**src/rtl/mem_word_bridge.sv**
```systemverilog
// Byte-serial load/store sequencer in front of the byte-wide memory block.
// Define MISALIGN_TRAP_EN to return an error for misaligned half/word requests.
module mem_word_bridge (
    input  logic        clk,
    input  logic        rst_n,
    input  logic        req_valid,
    output logic        req_ready,
    input  logic        req_write,
    input  logic [1:0]  req_size,
    input  logic        req_signed,
    input  logic [31:0] req_addr,
    input  logic [31:0] req_wdata,
    output logic        resp_valid,
    output logic [31:0] resp_rdata,
    output logic        resp_err,
    output logic [31:0] addr,
    output logic [7:0]  data_in,
    input  logic [7:0]  data_out,
    output logic        memory_read_en,
    output logic        memory_write_en,
    input  logic        ready
);

    typedef enum logic [2:0] {
        IDLE,
        DUMMY_ISSUE,
        DUMMY_GAP,
        RD_ISSUE,
        RD_WAIT,
        WRITE,
        RESP
    } state_t;

    state_t      state;
    logic [2:0]  idx;
    logic [1:0]  r_size;
    logic        r_signed;
    logic [31:0] r_addr;
    logic [31:0] r_wdata;
    logic [31:0] rbuf;
    logic [31:0] mirror_addr;
    logic        mirror_valid;
    logic        mirror_unknown;

    logic [2:0]  idx_n;
    logic [2:0]  nbytes;
    logic [31:0] next_addr;
    logic [7:0]  next_wbyte;
    logic [31:0] rbuf_nxt;
    logic [31:0] load_val;
    logic        req_err;
    logic        need_dummy;

    always_comb begin
        idx_n = idx + 3'd1;
        case (r_size)
            2'd0:    nbytes = 3'd1;
            2'd1:    nbytes = 3'd2;
            default: nbytes = 3'd4;
        endcase
        next_addr  = r_addr + {29'd0, idx_n};
        next_wbyte = r_wdata[{idx_n[1:0], 3'b000} +: 8];
        rbuf_nxt   = rbuf;
        rbuf_nxt[{idx[1:0], 3'b000} +: 8] = data_out;
        case (r_size)
            2'd0:    load_val = {{24{r_signed & rbuf_nxt[7]}}, rbuf_nxt[7:0]};
            2'd1:    load_val = {{16{r_signed & rbuf_nxt[15]}}, rbuf_nxt[15:0]};
            default: load_val = rbuf_nxt;
        endcase
        req_err = (req_size == 2'd3);
`ifdef MISALIGN_TRAP_EN
        req_err = req_err
                | ((req_size == 2'd1) && req_addr[0])
                | ((req_size == 2'd2) && (req_addr[1:0] != 2'd0));
`else
        req_err = req_err;
`endif
        // memory drops a read to its last-read address; break the repeat
        need_dummy = mirror_unknown
                   | (mirror_valid && (req_addr == mirror_addr));
    end

    always_ff @(posedge clk) begin
        if (!rst_n) begin
            state           <= IDLE;
            idx             <= 3'd0;
            r_size          <= 2'd0;
            r_signed        <= 1'b0;
            r_addr          <= 32'd0;
            r_wdata         <= 32'd0;
            rbuf            <= 32'd0;
            mirror_addr     <= 32'd0;
            mirror_valid    <= 1'b0;
            mirror_unknown  <= 1'b1;
            req_ready       <= 1'b0;
            resp_valid      <= 1'b0;
            resp_rdata      <= 32'd0;
            resp_err        <= 1'b0;
            addr            <= 32'd0;
            data_in         <= 8'd0;
            memory_read_en  <= 1'b0;
            memory_write_en <= 1'b0;
        end else begin
            req_ready       <= 1'b0;
            resp_valid      <= 1'b0;
            resp_rdata      <= 32'd0;
            resp_err        <= 1'b0;
            addr            <= 32'd0;
            data_in         <= 8'd0;
            memory_read_en  <= 1'b0;
            memory_write_en <= 1'b0;
            case (state)
                IDLE: begin
                    if (req_valid && req_ready) begin
                        r_size   <= req_size;
                        r_signed <= req_signed;
                        r_addr   <= req_addr;
                        r_wdata  <= req_wdata;
                        idx      <= 3'd0;
                        rbuf     <= 32'd0;
                        if (req_err) begin
                            state      <= RESP;
                            resp_valid <= 1'b1;
                            resp_err   <= 1'b1;
                        end else if (req_write) begin
                            state           <= WRITE;
                            memory_write_en <= 1'b1;
                            addr            <= req_addr;
                            data_in         <= req_wdata[7:0];
                            mirror_valid    <= 1'b0;
                        end else if (need_dummy) begin
                            state          <= DUMMY_ISSUE;
                            memory_read_en <= 1'b1;
                            addr           <= req_addr ^ 32'd1;
                            mirror_addr    <= req_addr ^ 32'd1;
                            mirror_valid   <= 1'b1;
                            mirror_unknown <= 1'b0;
                        end else begin
                            state          <= RD_ISSUE;
                            memory_read_en <= 1'b1;
                            addr           <= req_addr;
                            mirror_addr    <= req_addr;
                            mirror_valid   <= 1'b1;
                        end
                    end else begin
                        req_ready <= 1'b1;
                    end
                end
                DUMMY_ISSUE: state <= DUMMY_GAP;
                DUMMY_GAP: begin
                    state          <= RD_ISSUE;
                    memory_read_en <= 1'b1;
                    addr           <= r_addr;
                    mirror_addr    <= r_addr;
                    mirror_valid   <= 1'b1;
                end
                RD_ISSUE: state <= RD_WAIT;
                RD_WAIT: begin
                    if (ready) begin
                        rbuf <= rbuf_nxt;
                        idx  <= idx_n;
                        if (idx_n == nbytes) begin
                            state      <= RESP;
                            resp_valid <= 1'b1;
                            resp_rdata <= load_val;
                        end else begin
                            state          <= RD_ISSUE;
                            memory_read_en <= 1'b1;
                            addr           <= next_addr;
                            mirror_addr    <= next_addr;
                            mirror_valid   <= 1'b1;
                        end
                    end
                end
                WRITE: begin
                    if (idx_n == nbytes) begin
                        state      <= RESP;
                        resp_valid <= 1'b1;
                    end else begin
                        idx             <= idx_n;
                        memory_write_en <= 1'b1;
                        addr            <= next_addr;
                        data_in         <= next_wbyte;
                    end
                end
                RESP: begin
                    state     <= IDLE;
                    req_ready <= 1'b1;
                end
                default: state <= IDLE;
            endcase
        end
    end

endmodule
```
**config.mk**
```make
export PLATFORM = sky130hd
export DESIGN_NAME = mem_word_bridge
export DESIGN_NICKNAME = d
export VERILOG_FILES = /design/src/rtl/mem_word_bridge.sv
export SDC_FILE = /design/constraint.sdc
export NUM_CORES = 1
export LEC_CHECK = 0
export ABC_AREA = 1
export ABC_CLOCK_PERIOD_IN_PS = 5800
export CAP_MARGIN = 20
export CORE_MARGIN = 3
export CORE_UTILIZATION = 59
export CTS_CLUSTER_DIAMETER = 150
export DETAILED_ROUTE_END_ITERATION = 7
export PLACE_DENSITY = 0.86
export REMOVE_ABC_BUFFERS = 1
export SLEW_MARGIN = 5
export SYNTH_ARGS = -nofsm -noshare
export SYNTH_HDL_FRONTEND = slang
export SYNTH_SLANG_ARGS = --single-unit
export TNS_END_PERCENT = 100
```
**constraint.sdc**
```tcl
create_clock -name clk -period 5.8 [get_ports clk]
set_input_delay 0.58 -clock clk [delete_from_list [all_inputs] [get_ports clk]]
set_output_delay 0.58 -clock clk [all_outputs]
set_load 0.05 [all_outputs]
```
# --- Yosys cells after proc, flatten, opt, wreduce, memory -nomap -nowiden ---
# Cells that the tools add are included.
word_totals:
  regBits: 216
classes:
  eq_ne: 17
  addsub: 3
  n_bitwise: 6
  shift: 3
  mux: 58
  n_reduce_logical: 16
ops:
  columns: ["operator", "n"]
  rows:
  - ["$mux W32", 11]
  - ["$pmux W32 S2", 2]
  - ["$pmux W32 S4", 1]
  - ["$pmux W32 S3", 1]
  - ["$add A32 B3 Y32", 1]
  - ["$bwmux W32", 1]
  - ["$eq A32 B32 Y1", 1]
  - ["$mux W8", 4]
  - ["$shift A8 B7 Y32 const A", 1]
  - ["$shiftx A32 B6 Y8", 1]
  - ["$shiftx A8 B7 Y32", 1]
  - ["$mux W3", 9]
  - ["$mux W1", 19]
  - ["$pmux W3 S6", 1]
  - ["$pmux W8 S2", 1]
  - ["$ne A2 B2 Y1 const B", 7]
  - ["$reduce_and A5 Y1", 2]
  - ["$eq A3 B3 Y1 const B", 3]
  - ["$pmux W1 S3", 3]
  - ["$pmux W3 S3", 1]
  - ["$reduce_and A4 Y1", 2]
  - ["$neg A5 Y7", 1]
  - ["$eq A3 B2 Y1 const B", 2]
  - ["$pmux W3 S2", 1]
  - ["18 further kinds", 26]

# --- Depth between registers and ports, before layout ---
# Gate-level depths: netlist (run 1).
logic_depth:
  ltp_word: 8
  mapped_depth: 17
  depth_no_buf: 16

# --- Worst setup path after synthesis (run 1) ---
# No wires, ideal clock.
synth_timing:
  path_kind: "reg2reg"
  start: "reg idx[0]"
  end: "reg addr[29]"
  n_path_buf: 1
  period_less_slack_ns: 2.742
  stages_incl_launch_ff: 15
  arrival_ns: 2.614
  slack_ns: 3.058
  setup_ns: 0.128
  path_cell_list: "dfxtp_1 inv_2 buf_1 ha_1 ha_1 nand3_1 nand3_1 nand2_2 nor2_4 nand3_2 nand3b_1 xor2_1 clkinv_1 a21oi_1 nor2_1"
synth_between:
  elab_chain_len: 5
  word_cells_on_any_way: 6
  classes_between: "add/sub: 2; eq/ne: 1; mux: 3"
synth_lines:
  columns: ["element", "line", "rtl"]
  rows:
  - ["start, declared", "35", "logic [2:0] idx;"]
  - ["start signal, assigned", "161", "idx <= idx_n;"]
  - ["start signal, assigned", "180", "idx <= idx_n;"]
  - ["$add A3 B1 Y3 (*)", "55", "idx_n = idx + 3'd1;"]
  - ["$add A32 B3 Y32 / $eq A3 B3 Y1 (equally long branches)", "61, 162, 176", null]
  - ["$mux W32 (*)", "162, 176", null]
  - ["$mux W32", "159", "if (ready) begin"]
  - ["$pmux W32 S4 (*)", "112", "case (state)"]
  - ["end signal, assigned", "128", "addr <= req_addr;"]
  - ["end signal, assigned", "169", "addr <= next_addr;"]
  - ["end signal, assigned", "182", "addr <= next_addr;"]
  - ["end, declared", "16", "output logic [31:0] addr,"]
# Mark *: on every way between the ends. The rest lies on a longest branch, timed or not.
# A chain may end at the register's enable or synchronous reset.

# --- Final worst setup path (run 1) ---
layout_timing:
  start: "reg idx[0]"
  end: "reg addr[14]"
# Same word-level chain as after synthesis.

==> impl_metrics.csv, run 1 <==
group,metric,value,unit
hold_path,min_path_type,"flip-flop to flip-flop",
timing,setup_tns,0,ns
global_routing,grt_pass1_vias,10134,
critical_path,rr_worst_depth,14,
critical_path,crit_type,"flip-flop to flip-flop",
synthesis,synth_top_area_frac,0.415,
critical_path,r2r-end,"addr[14]",
critical_path,end_kind,"flip-flop",
hold_path,min_to,"r_wdata[24]",
synthesis,synth_area_leaders,"dfxtp_1 (41%), nand2_1 (13%), a21oi_1 (8.2%)",
global_routing,antenna_found_initial,0,
global_routing,gr-usage-all-layers,0.304,
floorplan,die_y,139,um
timing,holdWs,0.452,ns
power_and_ir_drop,p_leak,4.76,nW
global_routing,overflow,0,
drt,wl_per_cell,16.4,um
synthesis,synth_cells,1513,
critical_path,required,6.15,ns
timing,finalHoldViolCount,0,
clock_network,h-tree-depth,1,
clock_network,cts_sinks,216,
synthesis,synth_edf_count,0,
critical_path,worst-path-max-fanout,34,
timing,fin_crit,4.07,ns
drt,final_antenna_net_count,0,
timing,maxSlewHeadroom,0.313,
synthesis,synth-seq-cells,216,
power_and_ir_drop,power_frac_seq,0.350,
synthesis,synth_common_cells,"nand2_1 (350), dfxtp_1 (216), nor2_1 (193), a21oi_1 (170), inv_1 (151)",
power_and_ir_drop,ir_worst_vdd,0.282,mV
placement,dpl_cell_area,0.0120,mm^2
timing,max_clock_freq,0.246,GHz
critical_path,r2r-start,"idx[0]",
critical_path,crit_path_start_kind,"flip-flop",
power_and_ir_drop,power.density,432,mW/mm^2
synthesis,async_flop_share,0,
power_and_ir_drop,switchingPower,0.00228,W
drt,viasPerCell,5.75,
power_and_ir_drop,netSwitchingFraction,0.416,
placement,portBuffers,156,
drt,drt_wl_total,30500,um
clock_network,ctsHoldBuffers,0,
critical_path,cp.arrival,4.42,ns
clock_network,clk_root_buffer_cell,"clkbuf_16",
floorplan,pin_count,157,
run,maxCapViolations,0,
clock_network,clk_latency,0.50,ns
placement,dp_hpwl,19400,um
drt,firstDrtPassIters,6,
synthesis,synth.distinct_cells,44,
synthesis,synth_top_area_cell,"dfxtp_1",
floorplan,die-area,0.0193,mm^2
floorplan,die_w,139,um
timing,min_period_over_period,0.701,
synthesis,avgSynthCellArea,6.89,um^2
critical_path,slowest_delay,0.66,ns
synthesis,yosys_warnings,0,
status,status,"complete, no violations",
timing,worst_pin_slew,1.03,ns
power_and_ir_drop,power.share.combinational,0.389,
clock_network,cts-resized-gates,0,
synthesis,netlist_area,0.0104,mm^2
critical_path,crit_chain,"buf_4 -> inv_2 -> ha_1 -> inv_2 -> o211ai_1 -> o21ai_1 -> a21oi_1 -> nand2_1 -> nand2_1 -> nand2_1 -> inv_2 -> nor2_1 -> nor3_1 -> nor2_1",
timing,setup_viol,0,
power_and_ir_drop,clkPwrFrac,0.261,
hold_path,hold_path_depth,2,
timing,rsz0062_at_grt,"false",
drt,drc,0,
critical_path,cp_slowest_cell,"nand2_1",
global_routing,grt_pass1_wl,49700,um
synthesis,ys_seq_area_frac,0.415,
cells_and_area,final_nets,1712,
floorplan,start_util,0.616,
critical_path,rrSetupSlack,1.73,ns
floorplan,rows,47,
synthesis,synth_most_common_cell,"nand2_1",
power_and_ir_drop,intPower,0.00320,W
global_routing,grt_max_degree,92,
synthesis,ys.flop_type,"dfxtp_1",
clock_network,cts_buffer_depth,3,
placement,gp_congestion,0.963,
cells_and_area,antenna_cells,0,
clock_network,path_clk_slew,0.06,ns
timing,slew_violations,0,
clock_network,numCtsBuffers,23,
drt,vias,10680,
cells_and_area,drive_gt1_frac,0.0617,
cells_and_area,area_growth,21.7,%
hold_path,holdCritStartpoint,"r_wdata[24]",
floorplan,core,0.0169,mm^2
drt,initialDrtViolationCount,1271,
cells_and_area,fin_area,0.0127,mm^2
clock_network,postCtsSetupBuffers,0,
clock_network,cts_tree,"done",
timing,finClkSkew,0.0157,ns
## state kept, by name (all words and copies together), names as in the netlist
name,cells
resp_rdata,32
state,3
req_ready,1
mirror_unknown,1
r_signed,1
idx,3
memory_read_en,1
data_in,8
r_wdata,32
memory_write_en,1
mirror_addr,32
mirror_valid,1
addr,32
resp_err,1
r_addr,32
r_size,2
rbuf,32
resp_valid,1
## kinds of logic after synthesis
kind of cell    count (synthesis)  synth area share
simple gates                  653             0.264
compound gates                344             0.178
buf+inv                       249            0.0957
flops                         216             0.415
xor+xnor                       41            0.0344
fa+ha+maj                      10            0.0127
## layout make-up
class / instances / area (um^2)
multi-input combinational: 1048 / 5110
sequential: 216 / 4320
fill: 1335 / 4240
timing repair buffer: 162 / 1600
clock buffer: 32 / 699
inverter: 171 / 643
tap: 220 / 275
clock inverter: 8 / 42.5
## worst max-delay path, delay by kind of cell (launching register included)
kind            cells  cell delay, ns
flops               1            0.31
fa+ha+maj           1            0.55
compound gates      3            0.33
buf+inv             4            1.30
simple gates        6            1.40
## how the worst max path moves through the flow
stage                startpoint               to  slack, ns
global route             idx[0]         addr[15]       1.30
CTS                      idx[0]         addr[14]       1.80
global placement    req_size[1]  mirror_addr[17]       1.89
floorplan                idx[0]         addr[14]       2.43
finish                   idx[0]         addr[14]       1.73
detailed placement  req_size[0]  mirror_addr[15]       1.80
## routing by layer
| metal | track usage | vias to the layer above | share of wire |
|---|---|---|---|
| met3 | 0.0383 | 78 | 0.095 |
| met4 | 0.118 | 0 | 0.030 |
| met1 | 0.393 | 4898 | 0.40 |
| met2 | 0.519 | 613 | 0.48 |
| met5 | 0 | - | 0 |
| li1 | - | 5091 | - |
## power by group through the flow
stage	combinational, W	sequential (W)	clock, W
6_report	0.00213	0.00192	0.00143
4_1_cts	0.00208	0.00191	0.00144
3_5_place_dp	0.00206	0.00194	0
3_3_place_gp	0.00201	0.00193	0
5_1_grt	0.00235	0.00194	0.00151
2_1_floorplan	0.00135	0.00201	0
## cell usage in the layout, fill, tap and decap left out, types with 4 or more instances in the layout
cell type | netlist | routed
a211oi_1 | 5 | 5
o21ai_0 | 95 | 95
dfxtp_1 | 216 | 216
inv_1 | 151 | 151
o21ai_1 | 7 | 7
nand2_1 | 350 | 350
inv_2 | 19 | 18
nor3_1 | 16 | 16
o32ai_1 | 7 | 7
clkbuf_8 | 0 | 9
nand2_2 | 8 | 8
o22ai_1 | 38 | 38
xor2_1 | 28 | 28
buf_4 | 7 | 6
nand3_2 | 4 | 4
a21oi_1 | 170 | 170
xnor2_1 | 13 | 13
clkdlybuf4s50_1 | 0 | 155
a31oi_1 | 10 | 10
nand4_1 | 15 | 15
nor2_1 | 193 | 193
ha_1 | 9 | 9
nor2_4 | 7 | 7
nand3_1 | 38 | 38
nor4_1 | 4 | 4
clkinv_2 | 0 | 8
nor2_2 | 6 | 6
clkbuf_16 | 0 | 23
## stage by stage
step,cells,power [W],setup WS [ns],utilization
5_1_grt,1857,0.00580,1.30,0.749
4_1_cts,1857,0.00543,1.80,0.749
6_report,1857,0.00548,1.73,0.749
2_1_floorplan,1435,0.00336,2.43,-
3_5_place_dp,1817,0.00400,1.80,0.706
3_3_place_gp,1817,0.00394,1.89,0.706
Note: power is estimated with default switching activity, not from simulation.
==> run 2: changes to the inputs <==
ABC_CLOCK_PERIOD_IN_PS = 3400   (was 5800)
CORE_UTILIZATION = 49   (was 59)
PLACE_DENSITY = 0.76   (was 0.86)
clock period = 3.4 ns   (was 5.8 ns; I/O delays follow)
==> impl_metrics.csv, run 2 (same netlist as run 1, synthesis figures left out) <==
group,metric,value,unit
floorplan,pin_count,157,
timing,min_period_over_period,0.863,
placement,pre_cts_ws,0.542,ns
global_routing,grt_max_degree,61,
critical_path,cp.arrival,3.34,ns
timing,maxSlewHeadroom,0.460,
critical_path,end_kind,"flip-flop",
drt,viasPerCell,5.46,
floorplan,die_w,152,um
floorplan,core,0.0206,mm^2
power_and_ir_drop,ir_worst_vdd,0.544,mV
global_routing,grt_pass1_wl,49600,um
cells_and_area,fin_area,0.0129,mm^2
power_and_ir_drop,switchingPower,0.00388,W
hold_path,holdCritStartpoint,"rst_n",
timing,setup_tns,0,ns
clock_network,h-tree-depth,1,
cells_and_area,final_cell_mix,"nand2_1 (350), dfxtp_1 (216), nor2_1 (193), a21oi_1 (170), clkdlybuf4s50_1 (155)",
drt,drt_wl_total,30900,um
hold_path,min_path_type,"input pin to flip-flop",
clock_network,cts_buffer_depth,3,
global_routing,grt_pass1_vias,9935,
power_and_ir_drop,power.density,734,mW/mm^2
drt,vias,10500,
timing,fin_crit,2.93,ns
cells_and_area,area_growth,23.6,%
clock_network,cts_sinks,216,
power_and_ir_drop,p_leak,4.83,nW
drt,drc,0,
timing,setup_viol,0,
critical_path,worst-path-max-fanout,11,
timing,worst_pin_slew,0.808,ns
critical_path,crit_path_start_kind,"flip-flop",
drt,final_antenna_net_count,0,
cells_and_area,drive_gt1_frac,0.0653,
power_and_ir_drop,power.share.combinational,0.400,
power_and_ir_drop,netSwitchingFraction,0.410,
critical_path,crit_type,"flip-flop to flip-flop",
clock_network,numCtsBuffers,24,
timing,max_clock_freq,0.341,GHz
status,status,"complete, no violations",
placement,gp_congestion,0.932,
clock_network,path_clk_slew,0.06,ns
clock_network,ctsHoldBuffers,0,
clock_network,clk_latency,0.51,ns
cells_and_area,antenna_cells,0,
floorplan,rows,52,
timing,holdWs,0.152,ns
global_routing,overflow,0,
timing,slew_violations,0,
placement,portBuffers,156,
global_routing,antenna_found_initial,0,
power_and_ir_drop,intPower,0.00557,W
power_and_ir_drop,clkPwrFrac,0.257,
critical_path,required,3.80,ns
clock_network,cts-resized-gates,0,
placement,dp_hpwl,20400,um
floorplan,die_y,152,um
clock_network,cts_tree,"done",
power_and_ir_drop,power_frac_seq,0.343,
critical_path,rrSetupSlack,0.47,ns
cells_and_area,final_nets,1729,
critical_path,critPathLaunch,"idx[0]",
timing,setup_slack,0.465,ns
clock_network,postCtsSetupBuffers,0,
critical_path,r2r-start,"idx[0]",
drt,wl_per_cell,16.1,um
drt,firstDrtPassIters,8,
floorplan,die-area,0.0231,mm^2
cells_and_area,final_common_cell,"nand2_1",
drt,initialDrtViolationCount,816,
placement,dpl_cell_area,0.0122,mm^2
clock_network,clk_root_buffer_cell,"clkbuf_16",
floorplan,start_util,0.507,
timing,finClkSkew,0.00722,ns
cells_and_area,utilization,0.627,
timing,finalHoldViolCount,0,
run,maxCapViolations,0,
global_routing,gr-usage-all-layers,0.252,
timing,rsz0062_at_grt,"false",
-- run 2: cell types whose count changed in the layout (fill, tap and decap cells not counted) --
cell       before  now
buf_4           6   20
clkbuf_1        0    9
clkbuf_8        9    4
clkinv_2        8    1
inv_4           0    1
buf_12          0    2
clkbuf_16      23   25
-- run 2: final timing paths --
check,cells after the start,to
hold reg to reg,2,r_wdata[14]
hold / removal,3,mirror_addr[18]
setup / recovery,15,mirror_addr[24]
setup reg to reg,15,mirror_addr[24]
-- run 2: critical path: stages (launching register included) --
cell and delay [ns]:
dfxtp_1 0.37, buf_4 0.21, ha_1 0.19, xor2_1 0.32, ha_1 0.25, nand2_1 0.08
a21oi_2 0.26, nand2_2 0.13, nor2_4 0.13, inv_2 0.07, nor2_2 0.16, nand3_1 0.16
xor2_1 0.21, nor2_1 0.06, nor3_1 0.16, nor2_1 0.05
-- run 2: power groups by stage --
| stage | Clock [W] | Sequential (W) | Combinational (W) |
|---|---|---|---|
| after floorplan | 0 | 0.00343 | 0.00230 |
| after global placement | 0 | 0.00327 | 0.00368 |
| after detailed placement | 0 | 0.00329 | 0.00374 |
| after CTS | 0.00247 | 0.00324 | 0.00376 |
| after global routing | 0.00256 | 0.00330 | 0.00420 |
| final | 0.00243 | 0.00325 | 0.00378 |
-- run 2: layout make-up --
type	count	area [um^2]
clock inverters	2	12.5
clock buffers	38	714
flip-flops and latches	216	4320
multi-input cells	1048	5110
fillers	1874	7670
well taps	270	338
inverters	171	644
repair buffers	178	1750
-- run 2: through the flow --
stage	std cells	total power, W
CTS	1923	0.00947
global route	1923	0.0101
finish	1923	0.00945
global placement	1883	0.00696
floorplan	1435	0.00573
detailed placement	1883	0.00703
-- run 2: per-layer routing --
| metal | track usage | part of all wire |
|---|---|---|
| met1 | 0.338 | 0.43 |
| met2 | 0.414 | 0.46 |
| met3 | 0.0356 | 0.078 |
| met4 | 0.0976 | 0.037 |
| met5 | 0 | 0 |
